## src/rtl/pipeline_hazard_ctrl_pkg.sv

```systemverilog
// -----------------------------------------------------------------------------
// hazard_pkg
// Shared definitions for the pipeline hazard controller:
//   - hz_state_e : controller FSM state encoding (also exported on the debug port)
//   - FWD_*      : operand-forwarding select codes
//   - REG_W      : architectural register index width
//   - reg_valid  : tells whether a register index may take part in hazard or
//                  forwarding matching (register 0 is excluded when hardwired)
// -----------------------------------------------------------------------------
package hazard_pkg;

    localparam int REG_W = 5;

    typedef enum logic [1:0] {
        ST_RUN        = 2'b00,
        ST_LOAD_STALL = 2'b01,
        ST_MEM_WAIT   = 2'b10,
        ST_FLUSH      = 2'b11
    } hz_state_e;

    localparam logic [1:0] FWD_RF    = 2'b00;
    localparam logic [1:0] FWD_EXMEM = 2'b01;
    localparam logic [1:0] FWD_MEMWB = 2'b10;

    // A register index can create a dependency unless it is the hardwired zero register.
    function automatic logic reg_valid(input logic [REG_W-1:0] r, input logic zero_hw);
        return !(zero_hw && (r == {REG_W{1'b0}}));
    endfunction

endpackage

```

## src/rtl/pipeline_hazard_ctrl_fwd_unit.sv

```systemverilog
// -----------------------------------------------------------------------------
// fwd_unit
// Purely combinational operand-forwarding select for the two EX operands.
// The EX/MEM result is newer than the MEM/WB result, so it wins when both
// match. A load in EX/MEM has no data yet, so it is never a forwarding source.
// Ports:
//   ex_rs1, ex_rs2       : source registers of the instruction in EX
//   mem_rd, mem_rf_le,
//   mem_load             : EX/MEM destination, write enable, load flag
//   wb_rd, wb_rf_le      : MEM/WB destination, write enable
//   fwd_a_sel, fwd_b_sel : FWD_RF / FWD_EXMEM / FWD_MEMWB per operand
// -----------------------------------------------------------------------------
module fwd_unit
    import hazard_pkg::*;
#(
    parameter bit ZERO_REG_HARDWIRED = 1'b1
)
(
    input  logic [REG_W-1:0] ex_rs1,
    input  logic [REG_W-1:0] ex_rs2,
    input  logic [REG_W-1:0] mem_rd,
    input  logic             mem_rf_le,
    input  logic             mem_load,
    input  logic [REG_W-1:0] wb_rd,
    input  logic             wb_rf_le,
    output logic [1:0]       fwd_a_sel,
    output logic [1:0]       fwd_b_sel
);

    logic mem_src_ok_s;
    logic wb_src_ok_s;

    // Select the newest in-flight producer of one source register.
    function automatic logic [1:0] pick_src(input logic [REG_W-1:0] src,
                                            input logic             mem_ok,
                                            input logic [REG_W-1:0] mrd,
                                            input logic             wb_ok,
                                            input logic [REG_W-1:0] wrd);
        logic [1:0] sel;
        if (mem_ok && (mrd == src)) begin
            sel = FWD_EXMEM;
        end else if (wb_ok && (wrd == src)) begin
            sel = FWD_MEMWB;
        end else begin
            sel = FWD_RF;
        end
        return sel;
    endfunction

    // Qualify each pipeline register as a usable forwarding source.
    always_comb begin
        mem_src_ok_s = mem_rf_le && !mem_load && reg_valid(mem_rd, ZERO_REG_HARDWIRED);
        wb_src_ok_s  = wb_rf_le && reg_valid(wb_rd, ZERO_REG_HARDWIRED);
    end

    // Per-operand forwarding selects.
    always_comb begin
        fwd_a_sel = pick_src(ex_rs1, mem_src_ok_s, mem_rd, wb_src_ok_s, wb_rd);
        fwd_b_sel = pick_src(ex_rs2, mem_src_ok_s, mem_rd, wb_src_ok_s, wb_rd);
    end

endmodule

```

## src/rtl/pipeline_hazard_ctrl.sv

```systemverilog
// -----------------------------------------------------------------------------
// pipeline_hazard_ctrl
// Central stall / flush / forwarding controller for the 5-stage pipeline.
// Control outputs are combinational from the FSM state and the current inputs
// so they take effect in the same cycle; state and counters update on clk.
// Priority each cycle: memory busy (full freeze) > taken branch (flush) >
// load-use (one bubble).
// Ports:
//   clk, reset                    : clock, asynchronous active-low reset
//   id_rs1/2, id_use_rs1/2        : ID sources and their use flags
//   ex_rs1/2, ex_rd, ex_rf_le,
//   ex_load                       : ID/EX sources, destination, write enable, load
//   mem_rd, mem_rf_le, mem_load,
//   mem_e                         : EX/MEM destination, write enable, load, access
//   wb_rd, wb_rf_le               : MEM/WB destination, write enable
//   branch_taken, dmem_ready      : EX branch outcome, data memory handshake
//   stat_clr                      : synchronous clear of stall_count
//   pc_le .. mem_wb_le            : pipeline register load enables
//   if_id_flush, id_ex_bubble,
//   mem_wb_bubble                 : NOP insertion controls
//   fwd_a_sel, fwd_b_sel          : operand forwarding selects
//   state                         : FSM state (debug)
//   stall_count                   : saturating count of cycles with pc_le=0
//   mem_timeout_err               : sticky memory wait-state timeout flag
// -----------------------------------------------------------------------------
module pipeline_hazard_ctrl
    import hazard_pkg::*;
#(
    parameter int MEM_TIMEOUT        = 16,
    parameter bit ZERO_REG_HARDWIRED = 1'b1
)
(
    input  logic             clk,
    input  logic             reset,
    input  logic [REG_W-1:0] id_rs1,
    input  logic [REG_W-1:0] id_rs2,
    input  logic             id_use_rs1,
    input  logic             id_use_rs2,
    input  logic [REG_W-1:0] ex_rs1,
    input  logic [REG_W-1:0] ex_rs2,
    input  logic [REG_W-1:0] ex_rd,
    input  logic             ex_rf_le,
    input  logic             ex_load,
    input  logic [REG_W-1:0] mem_rd,
    input  logic             mem_rf_le,
    input  logic             mem_load,
    input  logic             mem_e,
    input  logic [REG_W-1:0] wb_rd,
    input  logic             wb_rf_le,
    input  logic             branch_taken,
    input  logic             dmem_ready,
    input  logic             stat_clr,
    output logic             pc_le,
    output logic             if_id_le,
    output logic             id_ex_le,
    output logic             ex_mem_le,
    output logic             mem_wb_le,
    output logic             if_id_flush,
    output logic             id_ex_bubble,
    output logic             mem_wb_bubble,
    output logic [1:0]       fwd_a_sel,
    output logic [1:0]       fwd_b_sel,
    output logic [1:0]       state,
    output logic [15:0]      stall_count,
    output logic             mem_timeout_err
);

    localparam int             CNT_W     = $clog2(MEM_TIMEOUT + 1);
    localparam logic [CNT_W-1:0] TMO_LIMIT = CNT_W'(MEM_TIMEOUT);

    hz_state_e        state_r;
    hz_state_e        state_nxt_s;
    logic [CNT_W-1:0] tmo_cnt_r;
    logic [CNT_W-1:0] tmo_cnt_nxt_s;
    logic             tmo_hit_s;
    logic             mem_timeout_err_r;
    logic [15:0]      stall_count_r;

    logic             mem_busy_s;
    logic             load_use_s;
    logic             lu_enable_s;
    logic             pc_le_s;
    logic             if_id_le_s;
    logic             id_ex_le_s;
    logic             ex_mem_le_s;
    logic             mem_wb_le_s;
    logic             if_id_flush_s;
    logic             id_ex_bubble_s;
    logic             mem_wb_bubble_s;
    logic [1:0]       fwd_a_s;
    logic [1:0]       fwd_b_s;

    fwd_unit #(
        .ZERO_REG_HARDWIRED (ZERO_REG_HARDWIRED)
    ) u_fwd (
        .ex_rs1    (ex_rs1),
        .ex_rs2    (ex_rs2),
        .mem_rd    (mem_rd),
        .mem_rf_le (mem_rf_le),
        .mem_load  (mem_load),
        .wb_rd     (wb_rd),
        .wb_rf_le  (wb_rf_le),
        .fwd_a_sel (fwd_a_s),
        .fwd_b_sel (fwd_b_s)
    );

    // Raw hazard terms: outstanding memory access and load-use dependency.
    always_comb begin
        mem_busy_s = mem_e && !dmem_ready;
        load_use_s = 1'b0;
        if (ex_load && ex_rf_le && reg_valid(ex_rd, ZERO_REG_HARDWIRED)) begin
            load_use_s = (id_use_rs1 && (id_rs1 == ex_rd)) ||
                         (id_use_rs2 && (id_rs2 == ex_rd));
        end else begin
            load_use_s = 1'b0;
        end
    end

    // Load-use is ignored when ID/EX already holds a bubble (just stalled or flushed).
    always_comb begin
        lu_enable_s = 1'b0;
        case (state_r)
            ST_RUN:        lu_enable_s = 1'b1;
            ST_MEM_WAIT:   lu_enable_s = 1'b1;
            ST_LOAD_STALL: lu_enable_s = 1'b0;
            ST_FLUSH:      lu_enable_s = 1'b0;
            default:       lu_enable_s = 1'b0;
        endcase
    end

    // FSM next state and raw pipeline controls, highest priority hazard first.
    always_comb begin
        state_nxt_s     = ST_RUN;
        pc_le_s         = 1'b1;
        if_id_le_s      = 1'b1;
        id_ex_le_s      = 1'b1;
        ex_mem_le_s     = 1'b1;
        mem_wb_le_s     = 1'b1;
        if_id_flush_s   = 1'b0;
        id_ex_bubble_s  = 1'b0;
        mem_wb_bubble_s = 1'b0;
        if (mem_busy_s) begin
            // Freeze everything; WB takes a NOP so nothing retires twice.
            pc_le_s         = 1'b0;
            if_id_le_s      = 1'b0;
            id_ex_le_s      = 1'b0;
            ex_mem_le_s     = 1'b0;
            mem_wb_bubble_s = 1'b1;
            state_nxt_s     = ST_MEM_WAIT;
        end else if (branch_taken) begin
            // PC loads the target; squash the two younger instructions.
            if_id_flush_s  = 1'b1;
            id_ex_bubble_s = 1'b1;
            state_nxt_s    = ST_FLUSH;
        end else if (load_use_s && lu_enable_s) begin
            pc_le_s        = 1'b0;
            if_id_le_s     = 1'b0;
            id_ex_bubble_s = 1'b1;
            state_nxt_s    = ST_LOAD_STALL;
        end else begin
            state_nxt_s = ST_RUN;
        end
    end

    // Wait-state timer: counts frozen cycles spent in MEM_WAIT, saturating at the limit.
    always_comb begin
        tmo_cnt_nxt_s = {CNT_W{1'b0}};
        tmo_hit_s     = 1'b0;
        if ((state_r == ST_MEM_WAIT) && mem_busy_s) begin
            if (tmo_cnt_r >= TMO_LIMIT) begin
                tmo_cnt_nxt_s = TMO_LIMIT;
            end else begin
                tmo_cnt_nxt_s = tmo_cnt_r + CNT_W'(1'b1);
            end
            tmo_hit_s = (tmo_cnt_nxt_s >= TMO_LIMIT);
        end else begin
            tmo_cnt_nxt_s = {CNT_W{1'b0}};
            tmo_hit_s     = 1'b0;
        end
    end

    // FSM state and wait-state timer registers.
    always_ff @(posedge clk or negedge reset) begin
        if (!reset) begin
            state_r   <= ST_RUN;
            tmo_cnt_r <= {CNT_W{1'b0}};
        end else begin
            state_r   <= state_nxt_s;
            tmo_cnt_r <= tmo_cnt_nxt_s;
        end
    end

    // Sticky timeout flag; only reset clears it.
    always_ff @(posedge clk or negedge reset) begin
        if (!reset) begin
            mem_timeout_err_r <= 1'b0;
        end else if (tmo_hit_s) begin
            mem_timeout_err_r <= 1'b1;
        end else begin
            mem_timeout_err_r <= mem_timeout_err_r;
        end
    end

    // Saturating stall statistics; clear wins over increment.
    always_ff @(posedge clk or negedge reset) begin
        if (!reset) begin
            stall_count_r <= 16'h0000;
        end else if (stat_clr) begin
            stall_count_r <= 16'h0000;
        end else if (!pc_le_s && (stall_count_r != 16'hFFFF)) begin
            stall_count_r <= stall_count_r + 16'h0001;
        end else begin
            stall_count_r <= stall_count_r;
        end
    end

    // While reset is held the pipeline runs freely with no forwarding.
    always_comb begin
        if (!reset) begin
            pc_le         = 1'b1;
            if_id_le      = 1'b1;
            id_ex_le      = 1'b1;
            ex_mem_le     = 1'b1;
            mem_wb_le     = 1'b1;
            if_id_flush   = 1'b0;
            id_ex_bubble  = 1'b0;
            mem_wb_bubble = 1'b0;
            fwd_a_sel     = FWD_RF;
            fwd_b_sel     = FWD_RF;
        end else begin
            pc_le         = pc_le_s;
            if_id_le      = if_id_le_s;
            id_ex_le      = id_ex_le_s;
            ex_mem_le     = ex_mem_le_s;
            mem_wb_le     = mem_wb_le_s;
            if_id_flush   = if_id_flush_s;
            id_ex_bubble  = id_ex_bubble_s;
            mem_wb_bubble = mem_wb_bubble_s;
            fwd_a_sel     = fwd_a_s;
            fwd_b_sel     = fwd_b_s;
        end
    end

    // Status outputs come straight from their registers.
    always_comb begin
        state           = state_r;
        stall_count     = stall_count_r;
        mem_timeout_err = mem_timeout_err_r;
    end

endmodule
```

## config.mk

```make
export PLATFORM = sky130hd
export DESIGN_NAME = pipeline_hazard_ctrl
export DESIGN_NICKNAME = d
export VERILOG_FILES = /design/src/rtl/pipeline_hazard_ctrl_pkg.sv /design/src/rtl/pipeline_hazard_ctrl_fwd_unit.sv /design/src/rtl/pipeline_hazard_ctrl.sv
export SDC_FILE = /design/constraint.sdc
export NUM_CORES = 1
export LEC_CHECK = 0
export BUFFER_PORTS_ARGS = -buffer_cell sky130_fd_sc_hd__buf_2
export CAP_MARGIN = 20
export CORE_ASPECT_RATIO = 0.7
export CORE_UTILIZATION = 51
export DETAILED_ROUTE_END_ITERATION = 8
export PLACE_DENSITY = 0.87
export SLEW_MARGIN = 20
export SYNTH_ARGS = -nofsm -noshare
export SYNTH_HDL_FRONTEND = slang
export SYNTH_SLANG_ARGS = --single-unit
```

## constraint.sdc

```tcl
create_clock -name clk -period 4.21 [get_ports clk]
set_input_delay 0.842 -clock clk [delete_from_list [all_inputs] [get_ports clk]]
set_output_delay 0.842 -clock clk [all_outputs]
set_load 0.01 [all_outputs]
```

Word level (Yosys, flattened, before mapping)

Cells that the tools add are included.

Bits in registers: 24
Output and inout port bits: 31
Logic and storage cells: 79
Input bits: 48

Equal/unequal tests: 10
$add $sub $neg: 2
Mux-type cells: 32
Reduce and logical (&&, ||, !) cells: 29
$lt $le $gt $ge: 2

Operator list:

| cell                                                     | count |
|---|---|
| 2-to-1 mux 16 bit                                        | 2 |
| equality test 5 bit                                      | 6 |
| 2-to-1 mux 1 bit                                         | 18 |
| adder 16 x 1 -> 16 bit, second input constant            | 1 |
| 2-to-1 mux 2 bit                                         | 8 |
| inequality test 16 bit, second input constant            | 1 |
| logical AND 1 bit                                        | 15 |
| zero test 5 bit                                          | 3 |
| 2-to-1 mux 5 bit                                         | 3 |
| greater-or-equal comparator 5 bit, second input constant | 2 |
| zero test 1 bit                                          | 6 |
| adder 5 x 1 -> 5 bit, second input constant              | 1 |
| equality test 2 bit, second input constant               | 2 |
| OR reduction 2 bit                                       | 2 |
| equality test 2 x 1 -> 1 bit, second input constant      | 1 |
| zero test 2 bit                                          | 1 |
| one-hot mux 1 bit (2 select lines)                       | 1 |
| nonzero test 2 bit                                       | 1 |
| logical OR 1 bit                                         | 1 |

Depth between registers and ports, before layout

Gate-level depths: netlist of run 1.

Depth after elaboration: 12
Depth in mapped cells: 9
Depth with buffers taken out: 7

By module

Synthesis of run 1 repeated with hierarchy kept, for this count alone.

Cell total of the unflattened synthesis: 204
Area total of the unflattened synthesis: 1773.0 µm²

By module, submodules not included:

| module               | seq. area each (µm²) | times used | area an instance (µm²) | cells an instance |
|---|---|---|---|---|
| pipeline_hazard_ctrl | 600.6                | 1          | 1508.9                 | 169 |
| fwd_unit             | 0.0                  | 1          | 264.0                  | 35 |

Worst setup path before layout of run 1

Ideal clock, no wire load.

Path kind: input to output
Start point: input ex_rd[0]
End point: output pc_le
Arrival: 2.154 ns
Setup slack: 1.214 ns
Path buffers: 2
Required time: 3.368 ns
Stages on the path: 7
Path through: or4_1 -> nor2_2 -> nor2_1 -> a21oi_2 -> buf_6 -> nand2b_1 -> buf_4

Longest elaborated chain between the ends: 9
Elaborated cells on any way between the ends: 14
Classes of those cells: eq/ne: 2; mux: 5; reduce/logical: 7

RTL lines:

| element                                                      | line                                                     | text |
|---|---|---|
| start, declared                                              | pipeline_hazard_ctrl.sv:41                               | `input logic [REG_W-1:0] ex_rd,` |
| equality test 5 bit, or another cell as far along            | pipeline_hazard_ctrl.sv:112                              | `load_use_s = (id_use_rs1 && (id_rs1 == ex_rd)) \|\|` |
| logical AND 1 bit, or another cell as far along              | pipeline_hazard_ctrl.sv:112                              |  |
| logical OR 1 bit / logical AND 1 bit (equally long branches) | pipeline_hazard_ctrl.sv:112, pipeline_hazard_ctrl.sv:111 |  |
| 2-to-1 mux 1 bit *                                           | pipeline_hazard_ctrl.sv:111                              | `if (ex_load && ex_rf_le && reg_valid(ex_rd, ZERO_REG_HARDWIRED)) begin` |
| logical AND 1 bit *                                          | pipeline_hazard_ctrl.sv:155                              | `end else if (load_use_s && lu_enable_s) begin` |
| 2-to-1 mux 1 bit * (4 in a row)                              | n/a                                                      |  |
| end, declared                                                | pipeline_hazard_ctrl.sv:53                               | `output logic pc_le,` |

Mark *: on every way between the ends. The rest lies on a longest branch, timed or not.

Worst setup path in the final report of run 1

Start point: input ex_rd[0]
End point: output if_id_le

Longest elaborated chain between the ends: 9
Elaborated cells on any way between the ends: 14
Classes of those cells: eq/ne: 2; mux: 5; reduce/logical: 7

RTL lines:

| element                                                      | line                                                     | text |
|---|---|---|
| equality test 5 bit, or another cell as far along            | pipeline_hazard_ctrl.sv:112                              |  |
| logical AND 1 bit, or another cell as far along              | pipeline_hazard_ctrl.sv:112                              |  |
| logical OR 1 bit / logical AND 1 bit (equally long branches) | pipeline_hazard_ctrl.sv:112, pipeline_hazard_ctrl.sv:111 |  |
| 2-to-1 mux 1 bit *                                           | pipeline_hazard_ctrl.sv:111                              |  |
| logical AND 1 bit *                                          | pipeline_hazard_ctrl.sv:155                              |  |
| 2-to-1 mux 1 bit *                                           | pipeline_hazard_ctrl.sv:155                              |  |
| 2-to-1 mux 1 bit *                                           | pipeline_hazard_ctrl.sv:150                              | `end else if (branch_taken) begin` |
| 2-to-1 mux 1 bit *                                           | pipeline_hazard_ctrl.sv:142                              | `if (mem_busy_s) begin` |
| 2-to-1 mux 1 bit *                                           | pipeline_hazard_ctrl.sv:219                              | `if (!reset) begin` |
| end, declared                                                | pipeline_hazard_ctrl.sv:54                               | `output logic if_id_le,` |

Marks and branches as above.

==> impl_metrics.yaml, run 1 <==
floorplanning:
  core_sq_um: 3210
  initial_core_util: 0.547
  num_rows: 17
  die_x_um: 72.1
  die_y_um: 51.1
  num_io_pins: 79
  dieArea_sq_um: 3680
synthesis:
  synth.avg_cell_area_sq_um: 9.10
  yosysSeqAreaShare: 0.342
  yosys.area.top_type_share: 0.342
  synth_largest_area_cell: "dfrtp_1"
  ys_types: 44
  ys.warnings.count: 0
  ys_async_sr_fraction: 1.00
  syn_area_sq_um: 1760
  ys.flop_type: "dfrtp_1"
  synth.net_count: 244
  synth-edff-count: 0
  synthCells: 193
  synthTopCellsByArea: "dfrtp_1 34%, xnor2_1 9.5%, xor2_1 7.0%"
  ys_seq_elements: 24
pwr:
  swShare: 0.243
  p_comb_frac: 0.181
  clockPowerShare: 0.376
  vdd_drop_max_v: 0.000153
  internal-power_uw: 405
  power_leakage_nw: 1.05
  powerDensity_nw_per_um2: 242
  share_seq_of_total_power: 0.443
  total_power_uw: 535
  p_switching_uw: 130
min_path:
  hp-class: "reg2reg"
cts:
  cts_setup_buffers: 0
  cts_tree: "built"
  clock_sinks: 24
  clk_latency_ns: 0.26
  cts.repair.resized: 0
  htree_num_levels: 1
  cts_buffer_depth: 2
  clkTransAtPathRegs_ns: 0.09
  root_buffer: "clkbuf_8"
  hold_buffers: 0
  cts_buffers: 3
global_routing:
  grt_pass1_vias: 1545
  grt_pass1_wl_mm: 7.07
  grt_max_degree: 31
  antenna_found_initial: 0
  overflow: 0
  track_usage: 0.245
sta:
  clock_skew_ns: 0.00173
  max_freq_mhz: 310
  worstMarginPinSlew_ns: 0.746
  rsz0062_at_grt: "no"
  fin_crit_sh: 0.766
  setup-tns-final_ns: 0
  worst_slack_ns: 0.984
  hold_violations: 0
  slew_violations: 0
  relSlewSlack: 0.502
  setup_viol: 0
  period_needed_ns: 3.23
setup_path:
  critPathSlowestCell: "or4_1"
  cpLargestDelayFamily: "simple AND/OR/NAND/NOR gates"
  slowest_delay_ns: 0.55
  worstPathRequired_ns: 3.37
  path_common_cell: "buf_2"
  cp_cell_sequence: "buf_2 > or4_1 > nor2_2 > nor2_1 > a21oi_2 > nand2b_1 > buf_2"
  cp-start-kind: "input pin"
  worstSetupPathType: "in2out"
  cp_num_buf_inv: 2
  path_max_fanout: 11
  arrival_ns: 2.38
  end_kind: "primary output"
route:
  first_pass_iters: 4
  remaining_drc_errors: 0
  wl_per_cell_um: 13.6
  vias_per_cell: 5.40
  ant_nets: 0
  drt_iter0_markers: 76
  wl_mm: 4.25
  num_vias: 1690
final_layout:
  drive_gt1_frac: 0.380
  nNetsFinal: 318
  final_util: 0.688
  n_antenna_cell: 0
  syn2layout_area_growth_pct: 25.9
  nFillCells: 288
place:
  gp_congestion: 0.786
  place.port_buffers: 77
  place_ws_ns: 0.963
  place_hpwl_mm: 3.44
flow_run:
  drv_cap: 0
run_status:
  outcome: "complete, no violations"
[power by group through the flow]
| stage | combinational (mW) | sequential [mW] | clock (mW) |
|---|---|---|---|
| after floorplan | 0.0495 | 0.242 | 0 |
| after global placement | 0.0942 | 0.241 | 0 |
| after detailed placement | 0.0974 | 0.242 | 0 |
| after CTS | 0.0978 | 0.237 | 0.204 |
| after global routing | 0.108 | 0.238 | 0.218 |
| final | 0.0971 | 0.237 | 0.201 |
[flip-flops by register name, indices dropped and copies added, names as in the netlist]
name / cells
mem_timeout_err: 1
state: 2
tmo_cnt_r: 5
stall_count: 16
[routing by layer]
| metal | up-vias | share of wire | GRT usage |
|---|---|---|---|
| met2 | 49 | 0.47 | 0.402 |
| met5 | - | 0 | 0 |
| met1 | 799 | 0.48 | 0.342 |
| met3 | 2 | 0.044 | 0.0434 |
| li1 | 840 | - | - |
| met4 | 0 | 0.0038 | 0.0425 |
[area by class of cell]
cell class | count | area [sq um] | area share
clock buffers | 3 | 41.3 | 0.0187
inverters | 5 | 18.8 | 0.00849
multi-input cells | 155 | 1070 | 0.483
well taps | 47 | 58.8 | 0.0266
clock inverters | 1 | 30.0 | 0.0136
flip-flops and latches | 24 | 601 | 0.272
repair buffers | 78 | 393 | 0.178
[per-stage QoR]
stage | cell area (sq um) | hold slack (ns) | std cells
2_1_floorplan | 1760 | 0.450 | 193
3_3_place_gp | 2140 | 0.455 | 309
3_5_place_dp | 2140 | 0.463 | 309
4_1_cts | 2210 | 0.483 | 313
5_1_grt | 2210 | 0.524 | 313
6_report | 2210 | 0.473 | 313
[kinds of logic (layout without fill, tap and decap cells)]
family	count (synthesis)	count (layout)	synth area share
other	1	1	0.00214
muxes	2	2	0.0121
DFF	24	24	0.342
buffers and inverters	14	87	0.0492
AOI/OAI and AO/OA	35	35	0.127
xor gates and xnor gates	33	33	0.165
adders and majority gates	3	3	0.0214
and+or+nand+nor	81	81	0.282
[cell usage in the layout (no fill, tap or decap), types with 4 or more instances in the layout]
cell type,count
a21oi_1,13
buf_2,77
dfrtp_1,24
inv_1,5
nand2_1,10
nand3_1,10
nand4_1,4
nor2_1,13
nor4_1,5
o21ai_0,9
or3_1,5
or3_2,5
or4_1,7
xnor2_1,19
xor2_1,14
[synthesized netlist by cell type, types with 3 or more instances]
| library cell | number |
|---|---|
| or4_1 | 7 |
| or2_2 | 3 |
| nand4_1 | 4 |
| a21oi_1 | 13 |
| or3_1 | 5 |
| nor4_1 | 5 |
| buf_6 | 3 |
| nor2b_1 | 3 |
| dfrtp_1 | 24 |
| o21ai_0 | 9 |
| inv_1 | 5 |
| buf_4 | 3 |
| nor2_1 | 13 |
| o31ai_1 | 3 |
| nand2_1 | 10 |
| or3_2 | 5 |
| nand3_1 | 10 |
| nand2b_1 | 3 |
| xor2_1 | 14 |
| xnor2_1 | 19 |
| ha_1 | 3 |
[path summary, 6_finish.rpt]
check / start / to / slack [ns] / cells after the start
worst min-delay path: mem_timeout_err$_DFFE_PN0P_ / mem_timeout_err$_DFFE_PN0P_ / 0.47 / 1
min in group asynchronous: reset / tmo_cnt_r[3]$_DFF_PN0_ / 0.60 / 2
max in group asynchronous: reset / stall_count[11]$_DFFE_PN0P_ / 3.35 / 2
worst min register to register: mem_timeout_err$_DFFE_PN0P_ / mem_timeout_err$_DFFE_PN0P_ / 0.47 / 1
worst max-delay path: ex_rd[0] / if_id_le / 0.98 / 7
worst max register to register: stall_count[0]$_DFFE_PN0P_ / stall_count[12]$_DFFE_PN0P_ / 1.62 / 7
(Power assumes the default switching activity.)
==> run 2, diff against run 1 <==
- CORE_UTILIZATION: 51 -> 43
- PLACE_DENSITY: 0.87 -> 0.78
- clock period: 4.21 -> 2.6 ns (I/O delays scaled with it)
==> impl_metrics.yaml, run 2 (synthesis results as in run 1) <==
run_status:
  outcome: "complete, no violations"
global_routing:
  overflow: 0
  antenna_found_initial: 0
  grt_pass1_wl_mm: 7.21
  track_usage: 0.208
  grt_pass1_vias: 1556
  grt_max_degree: 31
final_layout:
  layout_common_cells: "77 x buf_2, 24 x dfrtp_1, 19 x xnor2_1, 14 x xor2_1"
  drive_gt1_frac: 0.384
  nNetsFinal: 320
  syn2layout_area_growth_pct: 27.2
  nFillCells: 370
  final_common_cell: "buf_2"
  largest_reg_flops: 16
  n_antenna_cell: 0
  multiInputGateArea_sq_um: 1070
  regArea_sq_um: 601
place:
  place_hpwl_mm: 3.37
  place.port_buffers: 77
  gp_congestion: 0.892
  place_ws_ns: 0.156
setup_path:
  slowest_delay_ns: 0.55
  worstPathRequired_ns: 2.08
  cp_cell_sequence: "buf_2 > or4_1 > or2_2 > a31oi_1 > nor2_1 > buf_2"
  cp_num_buf_inv: 2
  cp-start-kind: "input pin"
  path_common_cell: "buf_2"
  worstSetupPathType: "in2out"
  arrival_ns: 1.90
  path_max_fanout: 3
  cpLargestDelayFamily: "simple AND/OR/NAND/NOR gates"
  critPathSlowestCell: "or4_1"
  end_kind: "primary output"
sta:
  worst_slack_ns: 0.177
  hold_violations: 0
  clock_skew_ns: 0.00339
  rsz0062_at_grt: "no"
  fin_crit_sh: 0.932
  setup_viol: 0
  slew_violations: 0
  setup-tns-final_ns: 0
  max_freq_mhz: 413
  period_needed_ns: 2.42
route:
  wl_per_cell_um: 13.1
  num_vias: 1716
  remaining_drc_errors: 0
  first_pass_iters: 4
  ant_nets: 0
  vias_per_cell: 5.36
  drt_iter0_markers: 73
  wl_mm: 4.19
cts:
  cts_tree: "built"
  cts.repair.resized: 0
  clock_sinks: 24
  hold_buffers: 0
  clk_latency_ns: 0.27
  root_buffer: "clkbuf_8"
  htree_num_levels: 1
  cts_buffer_depth: 2
  cts_buffers: 3
  clkTransAtPathRegs_ns: 0.09
  cts_setup_buffers: 0
pwr:
  total_power_uw: 874
  p_comb_frac: 0.181
  internal-power_uw: 658
  power_leakage_nw: 1.05
  powerDensity_nw_per_um2: 391
  vdd_drop_max_v: 0.000194
  clockPowerShare: 0.379
  share_seq_of_total_power: 0.440
  swShare: 0.246
  p_switching_uw: 215
flow_run:
  drv_cap: 0
floorplanning:
  die_x_um: 78.4
  num_rows: 19
  dieArea_sq_um: 4350
  die_y_um: 55.5
  initial_core_util: 0.448
  num_io_pins: 79
  core_sq_um: 3920
min_path:
  hp-class: "in2async"
[run 2: changes by cell type in the layout (fill, tap and decap cells not counted)]
| cell | previous run | this run |
|---|---|---|
| o21ai_1 | 0 | 1 |
| o21ai_0 | 9 | 8 |
| buf_4 | 1 | 3 |
[run 2: layout make-up]
class | count | share of cell area
Sequential cell | 24 | 0.269
Inverter | 5 | 0.00841
Clock buffer | 3 | 0.0185
Timing Repair Buffer | 80 | 0.183
Tap cell | 52 | 0.0291
Clock inverter | 1 | 0.0135
Multi-Input combinational cell | 155 | 0.479
[run 2: through the flow]
stage,hold slack (ns),std cells,utilization,area (sq um)
after CTS,0.319,320,0.569,2230
after floorplan,0.224,193,-,1760
final,0.304,320,0.569,2230
after global routing,0.323,320,0.569,2230
after detailed placement,0.470,316,0.551,2160
after global placement,0.448,316,0.551,2160
[run 2: power groups by stage]
stage                     clock (mW)  sequential, mW  combinational, mW
after floorplan                    0           0.392             0.0802
after global placement             0           0.391              0.157
after detailed placement           0           0.392              0.159
after CTS                      0.336           0.384              0.159
after global routing           0.354           0.385              0.176
final                          0.331           0.384              0.159
[run 2: final timing paths]
check                                       startpoint                     endpoint  slack (ns)  cells past startpoint
max                                           ex_rd[0]                 id_ex_bubble        0.18                      6
min                                              reset   stall_count[8]$_DFFE_PN0P_        0.30                      2
max reg2reg                 stall_count[0]$_DFFE_PN0P_  stall_count[10]$_DFFE_PN0P_        0.32                      8
min reg2reg                mem_timeout_err$_DFFE_PN0P_  mem_timeout_err$_DFFE_PN0P_        0.47                      1
max in group asynchronous                        reset  stall_count[14]$_DFFE_PN0P_        2.04                      2
min in group clk           mem_timeout_err$_DFFE_PN0P_  mem_timeout_err$_DFFE_PN0P_        0.47                      1
[run 2: routing by layer]
layer  up-vias  wire, um  GRT usage
met3         5       106     0.0314
met2        29      1950      0.328
met1       843      2100      0.302
li1        839         -          -
met4         0        33     0.0450
met5         -         0          0
